File: src/rtl/mem_stage_ls.sv
// mem_stage_ls: MEM pipeline stage with load/store bus unit and MEM/WB register.
//   Forwards GPR and HI/LO write-back to WB one cycle after acceptance, executes
//   LB/LBU/LH/LHU/LW/SB/SH/SW over a single-outstanding req/ack bus, stalls the
//   upstream stages while an access is pending, and raises one-cycle exception
//   pulses for misaligned accesses and for a bus that never acknowledges.
// Ports:
//   clk, rst                 clock (rising edge), synchronous active-high reset
//   valid_i .. mem_sdata_i   EX/MEM payload (held stable by upstream while stall_o=1)
//   stall_o                  combinational: upstream must hold all inputs
//   bus_req_o .. bus_wdata_o registered bus request, held constant during an access
//   bus_ack_i, bus_rdata_i   one-cycle completion with load data
//   valid_o .. whilo_o       registered write-back payload
//   excp_align_o, excp_bus_o registered one-cycle exception pulses
module mem_stage_ls #(
    parameter int unsigned DATA_W  = 32,
    parameter int unsigned ADDR_W  = 32,
    parameter int unsigned REGA_W  = 5,
    parameter int unsigned TIMEOUT = 16
) (
    input  logic              clk,
    input  logic              rst,
    input  logic              valid_i,
    input  logic [REGA_W-1:0] wd_i,
    input  logic              wreg_i,
    input  logic [DATA_W-1:0] wdata_i,
    input  logic [DATA_W-1:0] hi_i,
    input  logic [DATA_W-1:0] lo_i,
    input  logic              whilo_i,
    input  logic [3:0]        mem_op_i,
    input  logic [ADDR_W-1:0] mem_addr_i,
    input  logic [DATA_W-1:0] mem_sdata_i,
    output logic              stall_o,
    output logic              bus_req_o,
    output logic              bus_we_o,
    output logic [ADDR_W-1:0] bus_addr_o,
    output logic [3:0]        bus_be_o,
    output logic [DATA_W-1:0] bus_wdata_o,
    input  logic              bus_ack_i,
    input  logic [DATA_W-1:0] bus_rdata_i,
    output logic              valid_o,
    output logic [REGA_W-1:0] wd_o,
    output logic              wreg_o,
    output logic [DATA_W-1:0] wdata_o,
    output logic [DATA_W-1:0] hi_o,
    output logic [DATA_W-1:0] lo_o,
    output logic              whilo_o,
    output logic              excp_align_o,
    output logic              excp_bus_o
);

    localparam int unsigned CNT_W = $clog2(TIMEOUT + 1);
    localparam logic [CNT_W-1:0] CNT_LAST = CNT_W'(TIMEOUT - 1);

    localparam logic [3:0] OP_LB  = 4'd1;
    localparam logic [3:0] OP_LBU = 4'd2;
    localparam logic [3:0] OP_LH  = 4'd3;
    localparam logic [3:0] OP_LHU = 4'd4;
    localparam logic [3:0] OP_LW  = 4'd5;
    localparam logic [3:0] OP_SB  = 4'd6;
    localparam logic [3:0] OP_SH  = 4'd7;
    localparam logic [3:0] OP_SW  = 4'd8;

    typedef enum logic {
        S_IDLE   = 1'b0,
        S_ACCESS = 1'b1
    } state_t;

    state_t            state_q, state_d;
    logic [CNT_W-1:0]  cnt_q, cnt_d;
    logic [3:0]        op_q, op_d;
    logic [1:0]        off_q, off_d;

    logic              bus_req_d, bus_we_d;
    logic [ADDR_W-1:0] bus_addr_d;
    logic [3:0]        bus_be_d;
    logic [DATA_W-1:0] bus_wdata_d;
    logic              valid_d, wreg_d, whilo_d;
    logic [REGA_W-1:0] wd_d;
    logic [DATA_W-1:0] wdata_d, hi_d, lo_d;
    logic              excp_align_d, excp_bus_d;

    // Request decode of the incoming operation
    logic              is_byte, is_half, is_word, is_store, is_mem, misaligned;
    logic [3:0]        req_be;
    logic [DATA_W-1:0] req_sdata;

    always_comb begin
        is_byte    = (mem_op_i == OP_LB) || (mem_op_i == OP_LBU) || (mem_op_i == OP_SB);
        is_half    = (mem_op_i == OP_LH) || (mem_op_i == OP_LHU) || (mem_op_i == OP_SH);
        is_word    = (mem_op_i == OP_LW) || (mem_op_i == OP_SW);
        is_store   = (mem_op_i == OP_SB) || (mem_op_i == OP_SH) || (mem_op_i == OP_SW);
        is_mem     = is_byte || is_half || is_word;
        misaligned = (is_half && mem_addr_i[0]) || (is_word && (mem_addr_i[1:0] != 2'b00));
        req_be     = 4'b1111;
        req_sdata  = mem_sdata_i;
        if (is_byte) begin
            req_be    = 4'b0001 << mem_addr_i[1:0];
            req_sdata = {4{mem_sdata_i[7:0]}};
        end else if (is_half) begin
            req_be    = mem_addr_i[1] ? 4'b1100 : 4'b0011;
            req_sdata = {2{mem_sdata_i[15:0]}};
        end
    end

    // Load data extraction, using the op and byte offset captured at acceptance
    logic [DATA_W-1:0] rd_shift, load_data;
    logic              op_is_load;

    always_comb begin
        rd_shift   = bus_rdata_i >> {off_q, 3'b000};
        op_is_load = (op_q >= OP_LB) && (op_q <= OP_LW);
        load_data  = bus_rdata_i;
        case (op_q)
            OP_LB:   load_data = {{(DATA_W-8){rd_shift[7]}}, rd_shift[7:0]};
            OP_LBU:  load_data = {{(DATA_W-8){1'b0}}, rd_shift[7:0]};
            OP_LH:   load_data = {{(DATA_W-16){rd_shift[15]}}, rd_shift[15:0]};
            OP_LHU:  load_data = {{(DATA_W-16){1'b0}}, rd_shift[15:0]};
            default: load_data = bus_rdata_i;
        endcase
    end

    // Next-state, stall and next values of every registered output
    always_comb begin
        state_d      = state_q;
        cnt_d        = cnt_q;
        op_d         = op_q;
        off_d        = off_q;
        stall_o      = 1'b0;
        bus_req_d    = bus_req_o;
        bus_we_d     = bus_we_o;
        bus_addr_d   = bus_addr_o;
        bus_be_d     = bus_be_o;
        bus_wdata_d  = bus_wdata_o;
        valid_d      = 1'b0;
        wd_d         = wd_i;
        wreg_d       = 1'b0;
        wdata_d      = wdata_i;
        hi_d         = hi_i;
        lo_d         = lo_i;
        whilo_d      = 1'b0;
        excp_align_d = 1'b0;
        excp_bus_d   = 1'b0;

        case (state_q)
            S_IDLE: begin
                if (valid_i) begin
                    if (!is_mem) begin
                        valid_d = 1'b1;
                        wreg_d  = wreg_i;
                        whilo_d = whilo_i;
                    end else if (misaligned) begin
                        valid_d      = 1'b1;
                        excp_align_d = 1'b1;
                    end else begin
                        stall_o     = 1'b1;
                        state_d     = S_ACCESS;
                        cnt_d       = '0;
                        op_d        = mem_op_i;
                        off_d       = mem_addr_i[1:0];
                        bus_req_d   = 1'b1;
                        bus_we_d    = is_store;
                        bus_addr_d  = {mem_addr_i[ADDR_W-1:2], 2'b00};
                        bus_be_d    = req_be;
                        bus_wdata_d = req_sdata;
                    end
                end
            end
            S_ACCESS: begin
                // An ack in the last allowed cycle completes normally
                if (bus_ack_i) begin
                    state_d   = S_IDLE;
                    bus_req_d = 1'b0;
                    valid_d   = 1'b1;
                    wreg_d    = wreg_i && valid_i;
                    whilo_d   = whilo_i && valid_i;
                    wdata_d   = op_is_load ? load_data : wdata_i;
                end else if (cnt_q == CNT_LAST) begin
                    state_d    = S_IDLE;
                    bus_req_d  = 1'b0;
                    valid_d    = 1'b1;
                    excp_bus_d = 1'b1;
                end else begin
                    stall_o = 1'b1;
                    cnt_d   = cnt_q + CNT_W'(1);
                end
            end
            default: state_d = S_IDLE;
        endcase
    end

    // State and output registers
    always_ff @(posedge clk) begin
        if (rst) begin
            state_q      <= S_IDLE;
            cnt_q        <= '0;
            op_q         <= '0;
            off_q        <= '0;
            bus_req_o    <= 1'b0;
            bus_we_o     <= 1'b0;
            bus_addr_o   <= '0;
            bus_be_o     <= '0;
            bus_wdata_o  <= '0;
            valid_o      <= 1'b0;
            wd_o         <= '0;
            wreg_o       <= 1'b0;
            wdata_o      <= '0;
            hi_o         <= '0;
            lo_o         <= '0;
            whilo_o      <= 1'b0;
            excp_align_o <= 1'b0;
            excp_bus_o   <= 1'b0;
        end else begin
            state_q      <= state_d;
            cnt_q        <= cnt_d;
            op_q         <= op_d;
            off_q        <= off_d;
            bus_req_o    <= bus_req_d;
            bus_we_o     <= bus_we_d;
            bus_addr_o   <= bus_addr_d;
            bus_be_o     <= bus_be_d;
            bus_wdata_o  <= bus_wdata_d;
            valid_o      <= valid_d;
            wd_o         <= wd_d;
            wreg_o       <= wreg_d;
            wdata_o      <= wdata_d;
            hi_o         <= hi_d;
            lo_o         <= lo_d;
            whilo_o      <= whilo_d;
            excp_align_o <= excp_align_d;
            excp_bus_o   <= excp_bus_d;
        end
    end

endmodule

File: config.mk
export PLATFORM = sky130hd
export DESIGN_NAME = mem_stage_ls
export DESIGN_NICKNAME = d
export VERILOG_FILES = /design/src/rtl/mem_stage_ls.sv
export SDC_FILE = /design/constraint.sdc
export NUM_CORES = 1
export LEC_CHECK = 0
export BUFFER_PORTS_ARGS = -buffer_cell sky130_fd_sc_hd__buf_2
export CORE_AREA = 2 2 150 152
export CTS_CLUSTER_DIAMETER = 40
export CTS_CLUSTER_SIZE = 16
export DETAILED_ROUTE_END_ITERATION = 10
export DIE_AREA = 0 0 152 154
export GPL_TIMING_DRIVEN = 0
export PLACE_DENSITY_LB_ADDON = 0.05
export SLEW_MARGIN = 20
export SYNTH_ARGS = -nofsm -noshare
export SYNTH_HDL_FRONTEND = slang
export SYNTH_SLANG_ARGS = --single-unit
File: constraint.sdc
create_clock -name clk -period 4.65 [get_ports clk]
set_clock_uncertainty 0.15 [all_clocks]
set_input_delay 0.93 -clock clk [delete_from_list [all_inputs] [get_ports clk]]
set_output_delay 0.93 -clock clk [all_outputs]
set_load 0.005 [all_outputs]
==> summary.txt, run 1 <==
Run
  – Max-Cap Viols: 0

Route
  – WL met2: 12,500 um
  – Final ANT Viol Nets: 0
  – Met3 WL: 1770 um
  – Vias: 7,032
  – Initial drt markers: 328
  – Routed len/inst: 17.3 um
  – Vias per cell: 4.70
  – Wl on met1: 11,400 um
  – Post-Route WL: 25,900 um
  – Drt drc: 0
  – Drt pass-1 iters: 5
  – Uppermost layer routed: met5

STA
  – Final setup viols: 0
  – Worst Tran Pin Value: 1030 ps
  – Max transition margin: 30.5%
  – Final Hold Vio Count: 0
  – Maximum clock rate: 263 MHz
  – Fin. max-slew vios: 0
  – Setup Total Neg Slack: 0 ps
  – Final worst path period need: 3800 ps
  – RSZ-0062 raised after global routing: false
  – Crit share post-route: 81.7%
  – Min setup slack post-route: 850 ps

Logic synthesis
  – Post-synth EDFFs: 0
  – Post-synth top area share: 50.8%
  – Ys async rst share: 0%
  – Total number of yosys warnings: 0
  – Top post-synthesis cells by area: dfxtp_1, nor2b_1, nand2_1
  – Seq/Total Area, Yosys: 50.8%
  – Avg Inst Size Synth: 9.18 um2
  – Synth Register Bits: 186
  – Post-synthesis cell area: 7330 um2
  – Syn Inst Count: 799
  – Yosys top cell by area: dfxtp_1
  – Prevailing post-synth register cell: dfxtp_1
  – Cell variety after synth: 55

Clock tree
  – Num CTS Buffers: 17
  – Clk Latency, worst-skew pair: 430 ps
  – Clock input transition at the sequential cells of the worst setup and hold paths: 70 ps
  – CTS H-tree lvls: 4
  – Post-CTS sizing: 0
  – Hold Buf Count CTS: 0
  – CTS Buffer Depth: 2
  – Clk sinks: 186
  – TritonCTS clock tree: built
  – CTS root buffer: clkbuf_16
  – Postcts setup bufs: 0

Critical path
  – Maximum fanout along the worst path: 10
  – WP data required: 3570 ps
  – WS Path Type: input pin to output port
  – Crit. End Element: output port
  – WP data arrival: 2720 ps
  – CP startpoint kind: input pin

Placement
  – IO Port Bufs: 380
  – Dpl ws: 854 ps
  – Detailed placement HPWL: 20,100 um
  – GP Congestion: 0.836

Global routing
  – Total gr overflow: 0
  – Antenna violations before repair: 6
  – Global-route wire length before repair: 40,000 um
  – Largest net degree at the start of global routing: 22
  – GRT Util Overall: 21.8%
  – Vias in the first global route: 7,003

Die
  – Die width: 152 um
  – Core Region: 21,700 um2
  – Starting Density: 33.8%
  – Row count: 54
  – Die H: 154 um
  – Full die area: 23,400 um2
  – IO Pins: 384

Final layout
  – Fin nets: 1,408
  – Commonest non-fill, non-tap cell in the layout: buf_2
  – Share of cells above drive strength 1: 38.9%
  – Commonest non-fill, non-tap cells in the layout: buf_2, dfxtp_1, nand2_1
  – Area Overhead vs Synth: 39.2%
  – Fill count: 2,252

Pwr
  – Worst vdd ir: 207 uV
  – PD cells: 368 nW/um2
  – Lkg Pwr: 4.76 nW

Hold path
  – HP Class: flop to flop

Status
  – Outcome: finished clean
## synth_stat cells (all sizes together), types with 3 or more instances
cell    number
nor4b        4
o21ai       21
nand2      113
nor3        29
nor2        65
nand2b       3
a21oi       59
a211oi      39
o221ai       7
nor2b       71
or3          3
nor4        10
buf         35
a31oi        5
clkbuf      30
inv         19
nand3b      16
dfxtp      186
xor2         3
o22ai        9
mux2i       33
o41ai        8
and2         3
## flip-flops by register name, summed over array words and instances (netlist names), 4 cells and up
name and count:
bus_addr_o 30, bus_be_o 4, bus_wdata_o 32, cnt_q 5, hi_o 32, lo_o 32
op_q 4, wd_o 5, wdata_o 32
## stage by stage
stage / area [um2] / hold WS [ps] / utilization [%] / instances / total power [W]
after floorplan: 7340 / 298 / - / 800 / 0.00202
after global placement: 9590 / 289 / 44.2 / 1460 / 0.00230
after detailed placement: 9590 / 296 / 44.2 / 1460 / 0.00230
after CTS: 10200 / 306 / 47.0 / 1492 / 0.00381
after global routing: 10200 / 315 / 47.1 / 1495 / 0.00393
final: 10200 / 303 / 47.1 / 1497 / 0.00375
## worst max-delay path, stage by stage
cell,delay [ps]
buf_2,110
buf_2,180
nor4b_1,460
a211oi_2,170
o211ai_2,150
buf_4,240
buf_2,270
nand2_1,70
buf_2,130
## metal layers
| layer | up-vias | GRT usage [%] |
|---|---|---|
| li1 | 3540 | - |
| met4 | 2 | 5.92 |
| met5 | - | 0 |
| met1 | 3198 | 27.8 |
| met2 | 270 | 36.2 |
| met3 | 22 | 6.37 |
## cell families (layout without fill, tap and decap cells)
group,count (synthesis),count (layout),synth area share (%)
and+or+nand+nor,329,329,22.6
DFF,186,186,50.8
AOI/OAI and AO/OA,160,160,15.4
buffers and inverters,84,496,5.77
muxes,34,34,4.66
xor gates and xnor gates,3,3,0.358
adders and majority gates,2,2,0.341
other,1,7,0.0511
## report_power, final
group | internal, W | total (W) | switching (W) | leakage (nW)
Sequential | 0.00168 | 0.00172 | 0.0000343 | 1.54
Combinational | 0.000243 | 0.000537 | 0.000293 | 2.92
Clock | 0.000739 | 0.00150 | 0.000758 | 0.298
Total | 0.00267 | 0.00375 | 0.00109 | 4.76
## final cells by class
cell class                      instances  area (um2)  area share, %
Timing Repair Buffer                  380        1900           18.6
Multi-Input combinational cell        530        3190           31.2
Tap cell                              280         350           3.43
Clock buffer                           17         425           4.17
Buffer                                 65         352           3.44
Clock inverter                         15         183           1.79
Inverter                               19        71.3          0.699
Antenna cell                            5        12.5          0.123
Sequential cell                       186        3720           36.5
## final timing paths
kind,from,endpoint,slack [ps],cells after the start
setup / recovery,mem_op_i[2],stall_o,850,9
hold / removal,bus_addr_o[30],bus_addr_o[30],300,2
setup reg to reg,state_q,wdata_o[27],2420,6
hold reg to reg,bus_addr_o[30],bus_addr_o[30],300,2
Note: power is estimated with default switching activity, not from simulation.
==> run 2, diff against run 1 <==
==> constraint.sdc (replaced) <==
create_clock -name clk -period 3.3 [get_ports clk]
set_clock_uncertainty 0.15 [all_clocks]
set_input_delay 0.66 -clock clk [delete_from_list [all_inputs] [get_ports clk]]
set_output_delay 0.66 -clock clk [all_outputs]
set_load 0.005 [all_outputs]
==> run 2 against run 1 <==
Compared with the run above:
- via count hardly changed
- power is 41% higher
- cell count hardly changed
- non-clock buffer count is 1 higher
- sequential power is 41% higher
- die area stayed put
- utilization is 0.075 points higher
- critical path depth is 1 lower
- cell area is 0.16% higher
- worst setup slack worse by 470 ps
- combinational power is 41% higher
- largest power group unchanged
- highest routed layer unchanged
==> summary.txt, run 2 (synthesized netlist as in run 1, its figures left out) <==
Final layout
  – Util after Layout: 47.2%
  – Register area: 3720 um2
  – Area used by multi-input combinational logic: 3200 um2
  – Commonest non-fill, non-tap cell in the layout: buf_2
  – Share of cells above drive strength 1: 39.1%
  – Commonest non-fill, non-tap cells in the layout: buf_2, dfxtp_1, nand2_1
  – Area Overhead vs Synth: 39.4%
  – Finished Cell Area: 10,200 um2
  – Fin nets: 1,409
  – Fill count: 2,254

Die
  – Die H: 154 um
  – Die width: 152 um
  – Starting Density: 33.8%
  – Full die area: 23,400 um2
  – Row count: 54
  – IO Pins: 384
  – Core Region: 21,700 um2

STA
  – Maximum clock rate: 343 MHz
  – Worst Tran Pin Value: 1030 ps
  – Final worst path period need: 2920 ps
  – Hold Slack: 264 ps
  – Final setup viols: 0
  – RSZ-0062 raised after global routing: false
  – Final Hold Vio Count: 0
  – Max transition margin: 31.1%
  – Setup Total Neg Slack: 0 ps
  – Crit share post-route: 88.4%
  – Fin. max-slew vios: 0

Clock tree
  – Num CTS Buffers: 17
  – CTS Buffer Depth: 2
  – Clock input transition at the sequential cells of the worst setup and hold paths: 80 ps
  – Clk Latency, worst-skew pair: 440 ps
  – Clk sinks: 186
  – TritonCTS clock tree: built
  – CTS root buffer: clkbuf_16
  – CTS H-tree lvls: 4

Critical path
  – Worst Setup EP: stall_o
  – Critical R2R Launch: state_q
  – WP data arrival: 2110 ps
  – Critical Path, Cell by Cell: buf_2 -> buf_2 -> nor3b_1 -> o21ai_0 -> o211ai_2 -> buf_4 -> nand2_1 -> buf_2
  – CP delay by family, top: buffers and inverters
  – Worst R2R Path Depth: 6
  – Most used cell, CP: buf_2
  – CP startpoint: mem_op_i[2]
  – WS Path Type: input pin to output port
  – Crit. End Element: output port
  – Worst path bufs/invs: 4
  – Slowest CP cell: buf_4
  – R2R Path End: wdata_o[28]
  – WP data required: 2490 ps
  – CP Depth: 8
  – Reg2Reg Setup Slack: 1070 ps
  – CP startpoint kind: input pin
  – Maximum fanout along the worst path: 19
  – Worst path max stage delay: 300 ps

Global routing
  – GRT Util Overall: 21.8%
  – Largest net degree at the start of global routing: 22
  – Global-route wire length before repair: 40,000 um
  – Vias in the first global route: 7,003
  – Antenna violations before repair: 6
  – Total gr overflow: 0

Pwr
  – PD cells: 517 nW/um2
  – Lkg Pwr: 4.77 nW
  – Flop pwr share: 45.8%
  – Sw Share: 29.0%
  – Sw power: 0.00153 W
  – Worst vdd ir: 293 uV
  – Clock power share: 39.9%
  – Power share of the combinational group: 14.3%
  – Internal power: 0.00376 W
  – Pwr Total: 0.00529 W

Placement
  – Cell Area, Placed: 9590 um2
  – IO Port Bufs: 380
  – GP Congestion: 0.836
  – Detailed placement HPWL: 20,100 um

Run
  – Max-Cap Viols: 0

Route
  – Drt pass-1 iters: 5
  – Drt drc: 0
  – Post-Route WL: 25,900 um
  – Initial drt markers: 331
  – Vias per cell: 4.69
  – Vias: 7,027
  – Routed len/inst: 17.3 um
  – Final ANT Viol Nets: 0

Status
  – Outcome: finished clean

Hold path
  – HP Class: input pin to flop
## run 2: cell count changes in the layout (fill, tap and decap cells not counted), sizes merged
cell / delta
buf: +1
## run 2: timing repair
action                                  CTS  global route
gates resized for setup                   0             1
hold buffers                              0             0
setup buffers                             0             2
endpoints found under the setup margin    0             1
## run 2: per-stage QoR
stage	setup WS, ps	cells
after floorplan	585	800
after global placement	0.398	1460
after detailed placement	43.9	1460
after CTS	21.2	1492
after global routing	186	1496
final	384	1498
## run 2: power by group through the flow
stage / registers (W) / clock network (W) / logic [W]
after floorplan: 0.00249 / 0 / 0.000364
after global placement: 0.00247 / 0 / 0.000764
after detailed placement: 0.00247 / 0 / 0.000762
after CTS: 0.00242 / 0.00218 / 0.000765
after global routing: 0.00244 / 0.00227 / 0.000840
final: 0.00242 / 0.00211 / 0.000758
## run 2: area by class of cell
class	instances	share of cell area [%]
plain buffers	64	3.39
well taps	280	3.43
clock inverters	15	1.79
diodes	5	0.122
repair buffers	382	18.7
flip-flops and latches	186	36.4
inverters	19	0.697
multi-input cells	530	31.3
clock buffers	17	4.16
## run 2: worst min-delay path by stage
stage	start	endpoint	cells past startpoint
4_1_cts	lo_i[30]	lo_o[30]	2
6_report	wreg_i	wreg_o	2
3_3_place_gp	bus_addr_o[24]	bus_addr_o[24]	2
2_1_floorplan	bus_be_o[2]	bus_be_o[2]	2
5_1_grt	lo_i[2]	lo_o[2]	2
3_5_place_dp	bus_addr_o[15]	bus_addr_o[15]	2
## run 2: routing by layer
metal	part of all wire, %	track usage, %	vias to the layer above	wire length, um
met5	0.050	0	-	13
met4	1.1	5.92	2	298
met3	6.8	6.37	22	1750
met2	48	36.2	265	12400
met1	44	27.8	3197	11400
li1	-	-	3541	-
==> run 3, diff against run 2 <==
--- a/config.mk
+++ b/config.mk
@@ -5,14 +5,14 @@
 export SDC_FILE = /design/constraint.sdc
 export NUM_CORES = 1
 export LEC_CHECK = 0
-export BUFFER_PORTS_ARGS = -buffer_cell sky130_fd_sc_hd__buf_2
 export CORE_AREA = 2 2 150 152
 export CTS_CLUSTER_DIAMETER = 40
 export CTS_CLUSTER_SIZE = 16
 export DETAILED_ROUTE_END_ITERATION = 10
 export DIE_AREA = 0 0 152 154
+export DONT_BUFFER_PORTS = 1
 export GPL_TIMING_DRIVEN = 0
-export PLACE_DENSITY_LB_ADDON = 0.05
+export PLACE_DENSITY_LB_ADDON = 0.2
 export SLEW_MARGIN = 20
 export SYNTH_ARGS = -nofsm -noshare
 export SYNTH_HDL_FRONTEND = slang
==> run 3 against run 2 <==
Compared with the run above:
- via count decreased by 18%
- power down 4.4%
- sequential power up 2%
- sequential share of layout area up 8.5 points
- non-clock buffer count decreased by 381
- highest routed layer is now met4
- cell count decreased by 26%
- clock power hardly changed
- register-to-register slack got worse by 80 ps
==> summary.txt, run 3 (synthesized netlist as in run 1, its figures left out) <==
Status
  – Outcome: finished clean

Clock tree
  – CTS H-tree lvls: 4
  – Hold Buf Count CTS: 0
  – Num CTS Buffers: 17
  – Clk Latency, worst-skew pair: 430 ps
  – CTS root buffer: clkbuf_16
  – CTS Buffer Depth: 2
  – Clk sinks: 186
  – Clock input transition at the sequential cells of the worst setup and hold paths: 90 ps
  – Post-CTS sizing: 0
  – Postcts setup bufs: 0
  – TritonCTS clock tree: built

Placement
  – GP Congestion: 0.868
  – IO Port Bufs: 0
  – Cell Area, Placed: 7690 um2
  – Detailed placement HPWL: 18,600 um

Critical path
  – Maximum fanout along the worst path: 10
  – Worst path bufs/invs: 3
  – Crit. End Element: output port
  – Critical Path, Cell by Cell: buf_2 -> nor4b_1 -> a211oi_2 -> o211ai_2 -> buf_4 -> buf_2 -> nand2_1
  – Slowest CP cell: nor4b_1
  – CP startpoint kind: input pin
  – WP data arrival: 2300 ps
  – Worst path max stage delay: 510 ps
  – CP delay by family, top: buffers and inverters
  – WP data required: 2490 ps
  – Most used cell, CP: buf_2
  – WS Path Type: input pin to output port

Final layout
  – Share of cells above drive strength 1: 11.1%
  – Commonest non-fill, non-tap cells in the layout: dfxtp_1, nand2_1, nor2b_1
  – Finished Cell Area: 8300 um2
  – Area Overhead vs Synth: 13.1%
  – Fin nets: 1,028
  – Commonest non-fill, non-tap cell in the layout: dfxtp_1
  – Ant diodes: 0

STA
  – Final setup viols: 0
  – Final worst path period need: 3110 ps
  – Worst Tran Pin Value: 1050 ps
  – RSZ-0062 raised after global routing: false
  – Crit share post-route: 94.3%
  – Fin. max-slew vios: 0
  – Maximum clock rate: 321 MHz
  – Setup Total Neg Slack: 0 ps
  – Final Hold Vio Count: 0
  – Max transition margin: 29.2%

Die
  – Die H: 154 um
  – Full die area: 23,400 um2
  – Row count: 54
  – IO Pins: 384
  – Core Region: 21,700 um2
  – Die width: 152 um
  – Starting Density: 33.8%

Pwr
  – Lkg Pwr: 3.08 nW
  – Worst vdd ir: 257 uV
  – Pwr Total: 0.00506 W
  – PD cells: 610 nW/um2

Route
  – Vias per cell: 5.17
  – Drt pass-1 iters: 4
  – Routed len/inst: 21.9 um
  – Drt drc: 0
  – Final ANT Viol Nets: 0
  – Initial drt markers: 351
  – Post-Route WL: 24,400 um
  – Vias: 5,744

Global routing
  – Vias in the first global route: 5,858
  – Largest net degree at the start of global routing: 22
  – Antenna violations before repair: 0
  – Global-route wire length before repair: 36,100 um
  – GRT Util Overall: 20.0%
  – Total gr overflow: 0

Run
  – Max-Cap Viols: 0

Hold path
  – HP Class: input pin to flop
run 3: where the power goes:
part / switching (W) / leakage, nW / internal (W)
logic: 0.000287 / 1.25 / 0.000181
clock network: 0.00108 / 0.295 / 0.00104
registers: 0.0000956 / 1.54 / 0.00237
run 3: per-stage QoR:
stage	hold WS [ps]	setup slack, ps	cells	util [%]
floorplan	298	585	800	-
global placement	316	223	1080	35.4
detailed placement	320	268	1080	35.4
CTS	174	229	1112	38.3
global route	181	66.4	1112	38.3
finish	197	187	1112	38.3
run 3: layout make-up:
class	instances	area, um2
sequential	186	3720
clock buffer	17	425
buffer	65	352
clock inverter	15	184
multi-input combinational	530	3190
tap	280	350
fill	2221	13400
inverter	19	71.3
run 3: final timing paths:
check / from / end / slack, ps / cells after the start
max: mem_op_i[1] / stall_o / 190 / 7
min: lo_i[1] / lo_o[1] / 200 / 1
max reg2reg: state_q / wdata_o[30] / 990 / 6
min reg2reg: bus_wdata_o[0] / bus_wdata_o[0] / 330 / 2
run 3: metal layers:
metal | wire (um) | GRT usage, % | vias to the layer above
li1 | - | - | 2772
met4 | 339 | 5.47 | 0
met3 | 2380 | 8.46 | 21
met1 | 9860 | 23.6 | 2666
met2 | 11800 | 33.4 | 285
met5 | 0 | 0 | -
run 3: worst reg2reg max path: stages (launching register included):
cell and delay, ps:
dfxtp_1 500, nand3b_1 190, a211oi_1 390, buf_2 350
clkbuf_1 400, nor2_1 80, nor3_1 170
